File: config.mk
export PLATFORM = sky130hd
export DESIGN_NAME = lsb_queue
export DESIGN_NICKNAME = d
export VERILOG_FILES = /design/src/rtl/lsb_queue.sv
export SDC_FILE = /design/constraint.sdc
export NUM_CORES = 2
export LEC_CHECK = 0
export ABC_AREA = 1
export ABC_CLOCK_PERIOD_IN_PS = 15600
export BUFFER_PORTS_ARGS = -buffer_cell sky130_fd_sc_hd__buf_2
export CORE_MARGIN = 2
export CORE_UTILIZATION = 40
export DETAILED_ROUTE_END_ITERATION = 7
export SLEW_MARGIN = 20
export SYNTH_ARGS = -nofsm -noshare
export SYNTH_HDL_FRONTEND = slang
export SYNTH_SLANG_ARGS = --single-unit
export TNS_END_PERCENT = 1
File: constraint.sdc
create_clock -name clk -period 15.6 [get_ports clk]
set_clock_uncertainty 0.1 [all_clocks]
set_input_delay 0.78 -clock clk [delete_from_list [all_inputs] [get_ports clk]]
set_output_delay 0.78 -clock clk [all_outputs]
set_load 0.005 [all_outputs]
File: src/rtl/lsb_queue.sv
// lsb_queue: in-order load/store buffer feeding the memory controller.
// Optional LSB_PERF_EN adds perf_load_cnt/perf_store_cnt completion counters.
module lsb_queue #(
  parameter int LSB_SIZE_LOG = 3,
  parameter int ROB_TAG_W = 4
) (
  input  logic                 clk,
  input  logic                 rst,
  input  logic                 rdy,
  input  logic                 rollback,
  input  logic                 issue_valid,
  input  logic                 issue_is_store,
  input  logic [2:0]           issue_funct3,
  input  logic [ROB_TAG_W-1:0] issue_rob,
  input  logic [31:0]          issue_imm,
  input  logic                 issue_rs1_rdy,
  input  logic [31:0]          issue_rs1_val,
  input  logic [ROB_TAG_W-1:0] issue_rs1_q,
  input  logic                 issue_rs2_rdy,
  input  logic [31:0]          issue_rs2_val,
  input  logic [ROB_TAG_W-1:0] issue_rs2_q,
  output logic                 lsb_full,
  input  logic                 alu_config,
  input  logic [ROB_TAG_W-1:0] alu_rob_entry,
  input  logic [31:0]          alu_val,
  input  logic                 commit_lsb_config,
  input  logic [ROB_TAG_W-1:0] commit_lsb_rob,
  output logic                 mem_req,
  output logic                 mem_we,
  output logic [31:0]          mem_addr,
  output logic [31:0]          mem_wdata,
  output logic [1:0]           mem_size,
  input  logic                 mem_done,
  input  logic [31:0]          mem_rdata,
`ifdef LSB_PERF_EN
  output logic [31:0]          perf_load_cnt,
  output logic [31:0]          perf_store_cnt,
`endif
  output logic                 lsb_config,
  output logic [ROB_TAG_W-1:0] lsb_rob_entry,
  output logic [31:0]          lsb_value
);
  localparam int N = 1 << LSB_SIZE_LOG;
  localparam int CW = LSB_SIZE_LOG + 1;
  typedef enum logic [1:0] {IDLE, BUSY, DRAIN} state_t;
  typedef struct packed {
    logic                 valid;
    logic                 committed;
    logic                 is_store;
    logic [2:0]           funct3;
    logic [ROB_TAG_W-1:0] rob;
    logic [31:0]          imm;
    logic                 rs1_rdy;
    logic [31:0]          rs1_val;
    logic [ROB_TAG_W-1:0] rs1_q;
    logic                 rs2_rdy;
    logic [31:0]          rs2_val;
    logic [ROB_TAG_W-1:0] rs2_q;
  } ent_t;
  ent_t q [N];
  ent_t he, ie;
  state_t state, state_nxt;
  logic [LSB_SIZE_LOG-1:0] head, tail;
  logic [CW-1:0] count, keep;
  logic push, pop, start, head_ok, head_load, bc, run;
  function automatic logic hit(input logic [ROB_TAG_W-1:0] t);
    return (alu_config && alu_rob_entry == t) || (lsb_config && lsb_rob_entry == t);
  endfunction
  function automatic logic [31:0] wake_val(input logic r, input logic [31:0] v, input logic [ROB_TAG_W-1:0] t);
    return r ? v : (alu_config && alu_rob_entry == t) ? alu_val : lsb_value;
  endfunction
  function automatic logic [31:0] ext(input logic [2:0] f, input logic [31:0] d);
    return f[1] ? d : f[0] ? {{16{d[15] & ~f[2]}}, d[15:0]} : {{24{d[7] & ~f[2]}}, d[7:0]};
  endfunction
  assign he = q[head];
  assign lsb_full = count == CW'(N);
  assign head_load = !he.is_store;
  assign head_ok = he.valid && he.rs1_rdy && (head_load || (he.rs2_rdy && he.committed));
  assign start = state == IDLE && !rollback && head_ok;
  assign pop = state != IDLE && mem_done;
  assign push = issue_valid && !lsb_full && !rollback;
  assign bc = pop && state == BUSY && head_load && !rollback;
  always_comb begin
    ie.valid = 1'b1;
    ie.committed = issue_is_store && commit_lsb_config && commit_lsb_rob == issue_rob;
    ie.is_store = issue_is_store;
    ie.funct3 = issue_funct3;
    ie.rob = issue_rob;
    ie.imm = issue_imm;
    ie.rs1_rdy = issue_rs1_rdy || hit(issue_rs1_q);
    ie.rs1_val = wake_val(issue_rs1_rdy, issue_rs1_val, issue_rs1_q);
    ie.rs1_q = issue_rs1_q;
    ie.rs2_rdy = issue_rs2_rdy || hit(issue_rs2_q);
    ie.rs2_val = wake_val(issue_rs2_rdy, issue_rs2_val, issue_rs2_q);
    ie.rs2_q = issue_rs2_q;
  end
  // Survivors of a rollback: committed stores contiguous from head, plus an in-flight load being drained.
  always_comb begin
    keep = '0;
    run = 1'b1;
    for (int i = 0; i < N; i++) begin
      run = run && q[head + LSB_SIZE_LOG'(i)].valid && q[head + LSB_SIZE_LOG'(i)].committed;
      keep = keep + CW'(run);
    end
    keep = keep + CW'(state != IDLE && !he.committed);
  end
  always_ff @(posedge clk)
    if (rst) state <= IDLE;
    else if (rdy) state <= state_nxt;
  always_comb
    state_nxt = state == IDLE ? (start ? BUSY : IDLE) :
                mem_done ? IDLE :
                (rollback && state == BUSY && head_load) ? DRAIN : state;
  always_comb mem_req = state != IDLE;
  always_ff @(posedge clk) begin
    if (rst) begin
      head <= '0;
      tail <= '0;
      count <= '0;
      lsb_config <= 1'b0;
      lsb_rob_entry <= '0;
      lsb_value <= '0;
      mem_we <= 1'b0;
      mem_addr <= '0;
      mem_wdata <= '0;
      mem_size <= '0;
      for (int i = 0; i < N; i++) q[i] <= '0;
    end else if (rdy) begin
      lsb_config <= bc;
      if (bc) begin
        lsb_rob_entry <= he.rob;
        lsb_value <= ext(he.funct3, mem_rdata);
      end
      if (start) begin
        mem_we <= he.is_store;
        mem_addr <= he.rs1_val + he.imm;
        mem_wdata <= he.rs2_val;
        mem_size <= he.funct3[1:0];
      end
      for (int i = 0; i < N; i++) begin
        q[i].rs1_rdy <= q[i].rs1_rdy || hit(q[i].rs1_q);
        q[i].rs1_val <= wake_val(q[i].rs1_rdy, q[i].rs1_val, q[i].rs1_q);
        q[i].rs2_rdy <= q[i].rs2_rdy || hit(q[i].rs2_q);
        q[i].rs2_val <= wake_val(q[i].rs2_rdy, q[i].rs2_val, q[i].rs2_q);
        if (!rollback && commit_lsb_config && q[i].valid && q[i].is_store && q[i].rob == commit_lsb_rob)
          q[i].committed <= 1'b1;
        if (rollback && !(q[i].committed || (state != IDLE && LSB_SIZE_LOG'(i) == head)))
          q[i].valid <= 1'b0;
      end
      if (pop) begin
        q[head].valid <= 1'b0;
        q[head].committed <= 1'b0;
      end
      if (push) q[tail] <= ie;
      head <= head + LSB_SIZE_LOG'(pop);
      tail <= rollback ? head + keep[LSB_SIZE_LOG-1:0] : tail + LSB_SIZE_LOG'(push);
      count <= rollback ? keep - CW'(pop) : count + CW'(push) - CW'(pop);
    end
  end
`ifdef LSB_PERF_EN
  always_ff @(posedge clk)
    if (rst) begin
      perf_load_cnt <= '0;
      perf_store_cnt <= '0;
    end else if (rdy && pop && state == BUSY) begin
      if (bc) perf_load_cnt <= perf_load_cnt + 32'd1;
      if (!head_load) perf_store_cnt <= perf_store_cnt + 32'd1;
    end
`endif
endmodule

### Word-level counts from Yosys, hierarchy flattened

Memories as Yosys holds them, arrays and structs flattened. A register that Yosys moved wholly into a read port is not among the register bits.
Index checks and enable logic that the tools add are counted.

* output and inout port bits: 106
* word-level logic and storage cells: 482
* bits in writable memories: 928
* input port bits: 194
* register bits: 116
* memories kept: 1

* reductions and logical operators: 172
* bitwise logic cells: 51
* add/sub/neg operators: 22
* multiplexer cells: 171
* equality and inequality tests: 54

Memory list
* q: depth 8, bits a word 116, read ports 16, clocked after memory_dff 1, wr ports 10, line 60 `ent_t q [N];`

Operators by type and width (number)
* 32-bit two-way mux: 54
* 4-bit equality test: 45
* 1-bit two-way mux: 110
* 1-bit logical AND: 108
* 1-bit bitwise OR: 48
* 1-bit logical OR: 45
* 32-bit adder: 1
* 4-bit by 1-bit adder with 4-bit output: 6
* 3-bit adder (second input constant): 4
* 3-bit equality test (first input constant): 4
* 1-bit logical NOT: 12
* 3-bit two-way mux: 3
* 4-bit by 1-bit subtractor with 4-bit output: 2
* 3-bit by 1-bit adder with 3-bit output: 2
* 3-bit by 2-bit adder with 3-bit output (second input constant): 2
* 2-bit by 3-bit equality test with 1-bit output (first input constant): 2
* 2-bit two-way mux: 3
* 2-bit AND reduction: 3
* 3-bit by 1-bit adder with 4-bit output: 1
* 4-bit equality test (second input constant): 1
* 4-bit two-way mux: 1
* 2-bit by 1-bit adder with 3-bit output: 1
* 3-bit by 1-bit adder with 3-bit output (second input constant): 1
* 3-bit adder: 1
* 9 further kinds: 10

### Logic depth before layout (Yosys ltp)

An unclocked memory read counts as a cell.

* word-level depth: 20
* gate-level depth with buffers: 25
* mapped depth without buffers: 24

### Worst setup path before layout

OpenSTA, ideal clock, no wires.

* path kind: flip-flop to flip-flop
* from: reg head[0]
* to: reg tail[2]
* period minus slack after synthesis: 5.581 ns
* path buffers: 1
* data required time: 15.374 ns
* slack: 10.019 ns
* stages on the path, launching flop included: 23
* arrival: 5.355 ns
* setup time: 0.126 ns
* path through: dfxtp_1 inv_1 clkbuf_1 ha_1 inv_1 nand3_1 nand2_1 nand2_1 nand2_1 nand4_1 nor2_1 nand4_1 fa_1 fa_1 fa_1 fa_1 fa_1 fa_1 xnor2_1 xnor2_1 nand2_1 o211ai_1 o21ai_0

* cells in the longest elaborated chain, start to end: 20
* elaborated cells on any way between the ends: 32
* those cells by class: 16 x add/sub; 1 x mux; 14 x reduce/logical; 1 x memory

Ends and longest elaborated chain
* from (decl): line 63 `logic [LSB_SIZE_LOG-1:0] head, tail;`
* from (signal assigned): line 155 `head <= head + LSB_SIZE_LOG'(pop);`
* branches (longest 18 deep; another with memory 8 x 116 bit)
* 3-bit adder (*): line 156 `tail <= rollback ? head + keep[LSB_SIZE_LOG-1:0] : tail + LSB_SIZE_LOG'(push);`
* 3-bit two-way mux (*): line 156
* to (signal assigned): line 156
* to (decl): line 63

Every way passes the cells marked *.
A chain may end at the register's enable or synchronous reset.

==> metrics.md <==
| Metric | Value |
|---|---|
| Crit path max-delay family | adder cells |
| Setup TNS | 0 ns |
| Initial antenna violation count | 19 |
| Placed Instances | 9,496 |
| Post-Synth Simple-Gate Area | 25.8% |
| PnR worst setup slack | 8.86 ns |
| Syn avg cell area | 7.88 um^2 |
| Fin cells | 9,728 |
| Syn nets | 8,021 |
| XOR/XNOR Fraction of Synth Area | 0.874% |
| Synth Warn # | 0 |
| Detailed Route Iter0 Violations | 8,812 |
| Min cycle time layout | 6.74 ns |
| # DRC | 0 |
| Buffers and inverters on the worst path | 2 |
| Slowest stage delay, CP | 0.74 ns |
| R2r setup slk | 8.86 ns |
| CTS tree | built |
| CP Class | register to register |
| Setup-failing EPs final | 0 |
| I/O Pins | 300 |
| Cts repair resizes | 0 |
| DRT Pass-1 Iters | 8 |
| Slew of the pin with the lowest slew margin | 1.24 ns |
| Worst hold start | mem_rdata[0] |
| Clk_lat worst skew | 0.79 ns |
| Worst endpoint data arrival time | 7.31 ns |
| Unrepaired setup endpoints after global routing | no |
| WL per Instance | 26.1 um |
| Placement Setup Slack | 8.91 ns |
| LEAKAGE | 28.9 nW |
| Most Frequent Cell on Critical Path | fa_1 |
| Row count | 143 |
| Worst path cell trace | buf_4 -> inv_6 -> nand3_1 -> nand2_1 -> nor2_1 -> nand4_1 -> nor2_1 -> nand4_1 -> fa_1 -> fa_1 -> fa_1 -> fa_1 -> fa_1 -> fa_1 -> xnor2_1 -> xnor2_1 -> nand2_1 -> o211ai_1 -> o21ai_0 |
| FF-to-FF End | tail[2]$_SDFFE_PP0P_ |
| WHS | 0.134 ns |
| Seq/Total Area, Yosys | 49.3% |
| Netlist cell types | 47 |
| ANT nets after route | 0 |
| Initial Util | 40.2% |
| Total setup buffers inserted after CTS | 0 |
| Largest net degree at the start of global routing | 175 |
| Slew Viols, Final | 0 |
| Slowest stage cell, crit path | buf_4 |
| Period utilization | 43.2% |
| Clk pin slew, worst setup/hold paths | 0.06 ns |
| Max_cap viols | 0 |
| Adder-cell share of the synthesized area | 1.43% |
| Hpwl dp | 148 mm |
| Compound-cell area share of the yosys netlist | 15.4% |
| Power per Cell Area | 98.7 nW/um^2 |
| Cell count after synthesis | 7,762 |
| Post-synth EDFFs | 915 |
| Fin util | 44.2% |
| IO Port Bufs | 299 |
| GP Congestion | 0.911 |
| Worst setup SP type | register |
| Hold-fix buffer count after cts | 0 |
| Clock Path Buffers | 3 |
| Dominant synthesized flop cell | edfxtp_1 |
| CTS Buf Count | 118 |
| Reg2Reg Depth | 19 |
| GR Util All Layers | 31.4% |
| Layout area overhead | 9.75% |
| Die width | 395 um |
| Overall power | 6.62 mW |
| Crit-path max FO | 63 |
| Worst min-delay path class | input port to register |
| Vias in the first global route | 54,200 |
| First-pass GRT wire length | 366 mm |
| Vias per inst | 6.06 |
| CP endpoint | tail[2]$_SDFFE_PP0P_ |
| Hold Path Stages | 3 |
| CP Data Required Time | 16.17 ns |
| Post-DP Area | 63,300 um^2 |
| Mapped Area | 61,100 um^2 |
| Fin nets | 7,845 |
| Die area | 156,000 um^2 |
| Final hold violation count | 0 |
| Largest family of logic cells by synthesized area | simple AND/OR/NAND/NOR gates |
| # clock sinks | 1,047 |
| IR drop worst, VDD | 89.6 uV |
| FMAX | 148 MHz |
| #FFs+latches synth | 1,047 |
| Placeable core region | 152,000 um^2 |
| Remaining Overflow, GRT | 0 |
| Final instance area | 67,100 um^2 |
| Die Span Y | 395 um |
| H-Tree Depth | 3 |
| Slew HR | 17.1% |
| Critical path depth in cells | 19 |
| Post-synthesis mux area share | 0% |
| CP endpoint kind | register |
| Share of cells above drive strength 1 | 9.78% |
| Outcome | finished, final reports clean |
| Async SR Flop Fraction | 0% |
| Vias | 59,000 |
| CTS Root Cell | clkbuf_16 |
| Final WL | 254 mm |
==> flip-flops by register name (all words and copies together), names as in the netlist, named ones only <==
register and cells:
count 4, lsb_rob_entry 4, q 928, mem_addr 32, tail 3, lsb_config 1, lsb_value 32, state 2
mem_size 2, mem_we 1, head 3, mem_wdata 32
==> synth_stat cells (all sizes together) (68+ instances only) <==
| cell | n | area, um^2 |
|---|---|---|
| a21oi | 198 | 991 |
| buf | 345 | 1620 |
| clkbuf | 352 | 1340 |
| dfxtp | 132 | 2640 |
| edfxtp | 915 | 27500 |
| inv | 345 | 1290 |
| nand2 | 1648 | 6200 |
| nand3 | 898 | 4690 |
| nand4 | 68 | 425 |
| nor2 | 1011 | 3820 |
| o211ai | 74 | 561 |
| o21ai | 1291 | 6460 |
| o22ai | 135 | 845 |
==> cells in the final DEF (no fill, tap or decap), types with 5 or more instances in the layout <==
cell type     n
a211oi_1      5
a21oi_1     188
a21oi_4      10
a221oi_1      5
a31oi_1      62
buf_2       298
buf_4       100
clkbuf_1     39
clkbuf_16   123
clkbuf_8     11
clkinv_1     64
clkinv_2     18
dfxtp_1     129
diode_2      10
edfxtp_1    915
fa_1          8
ha_1         57
inv_1       321
inv_2        20
nand2_1    1622
nand2_2      22
nand3_1     858
nand3_2      39
nand3b_1      7
nand4_1      68
nor2_1     1004
nor3_1       10
nor4_1        7
o211ai_1     73
o21ai_0    1152
o21ai_1     132
o21ai_4       6
o22ai_1     135
or2_2        65
xnor2_1      36
xor2_1       25
==> cells by family (layout without fill, tap and decap cells) <==
group | after synthesis | count (layout)
and+or+nand+nor | 3721 | 3721
AOI/OAI and AO/OA | 1783 | 1783
buffers and inverters | 1085 | 1011
DFF | 1047 | 1047
adders and majority gates | 65 | 65
xor gates and xnor gates | 61 | 61
other | 0 | 10
==> metal layers <==
| layer | vias to the layer above | track usage [%] | part of all wire, % |
|---|---|---|---|
| met4 | 12 | 14.6 | 5.1 |
| met5 | - | 0 | 0.033 |
| met3 | 721 | 6.80 | 13 |
| met1 | 27900 | 42.8 | 39 |
| li1 | 26200 | - | - |
| met2 | 4177 | 47.6 | 43 |
==> final cells by class <==
type	count	area, um^2
fillers	15000	84800
flip-flops and latches	1047	30100
multi-input cells	5630	26900
clock buffers	175	3390
well taps	2030	2540
repair buffers	401	2300
inverters	388	1480
clock inverters	47	325
diodes	10	25.0
==> worst min path at each step <==
stage | slack (ns) | to
4_1_cts | 0.11 | lsb_value[0]$_SDFFE_PP0P_
6_report | 0.13 | lsb_value[0]$_SDFFE_PP0P_
3_3_place_gp | 0.35 | mem_wdata[22]$_SDFFE_PP0P_
2_1_floorplan | 0.33 | count[3]$_SDFFE_PP0P_
5_1_grt | 0.14 | lsb_value[0]$_SDFFE_PP0P_
3_5_place_dp | 0.35 | count[3]$_SDFFE_PP0P_
==> worst min-delay path: stages <==
cell and delay (ns):
buf_2 0.10, nand2_1 0.05, a21oi_1 0.05
==> where the power goes <==
part           total, mW  switching [mW]  internal (mW)  leakage, nW
combinational      0.647           0.504          0.144         16.2
sequential          3.23          0.0447           3.18         10.8
clock               2.75            1.21           1.54         1.83
total               6.62            1.75           4.87         28.9
No activity file was read; power rests on OpenSTA's default activity.
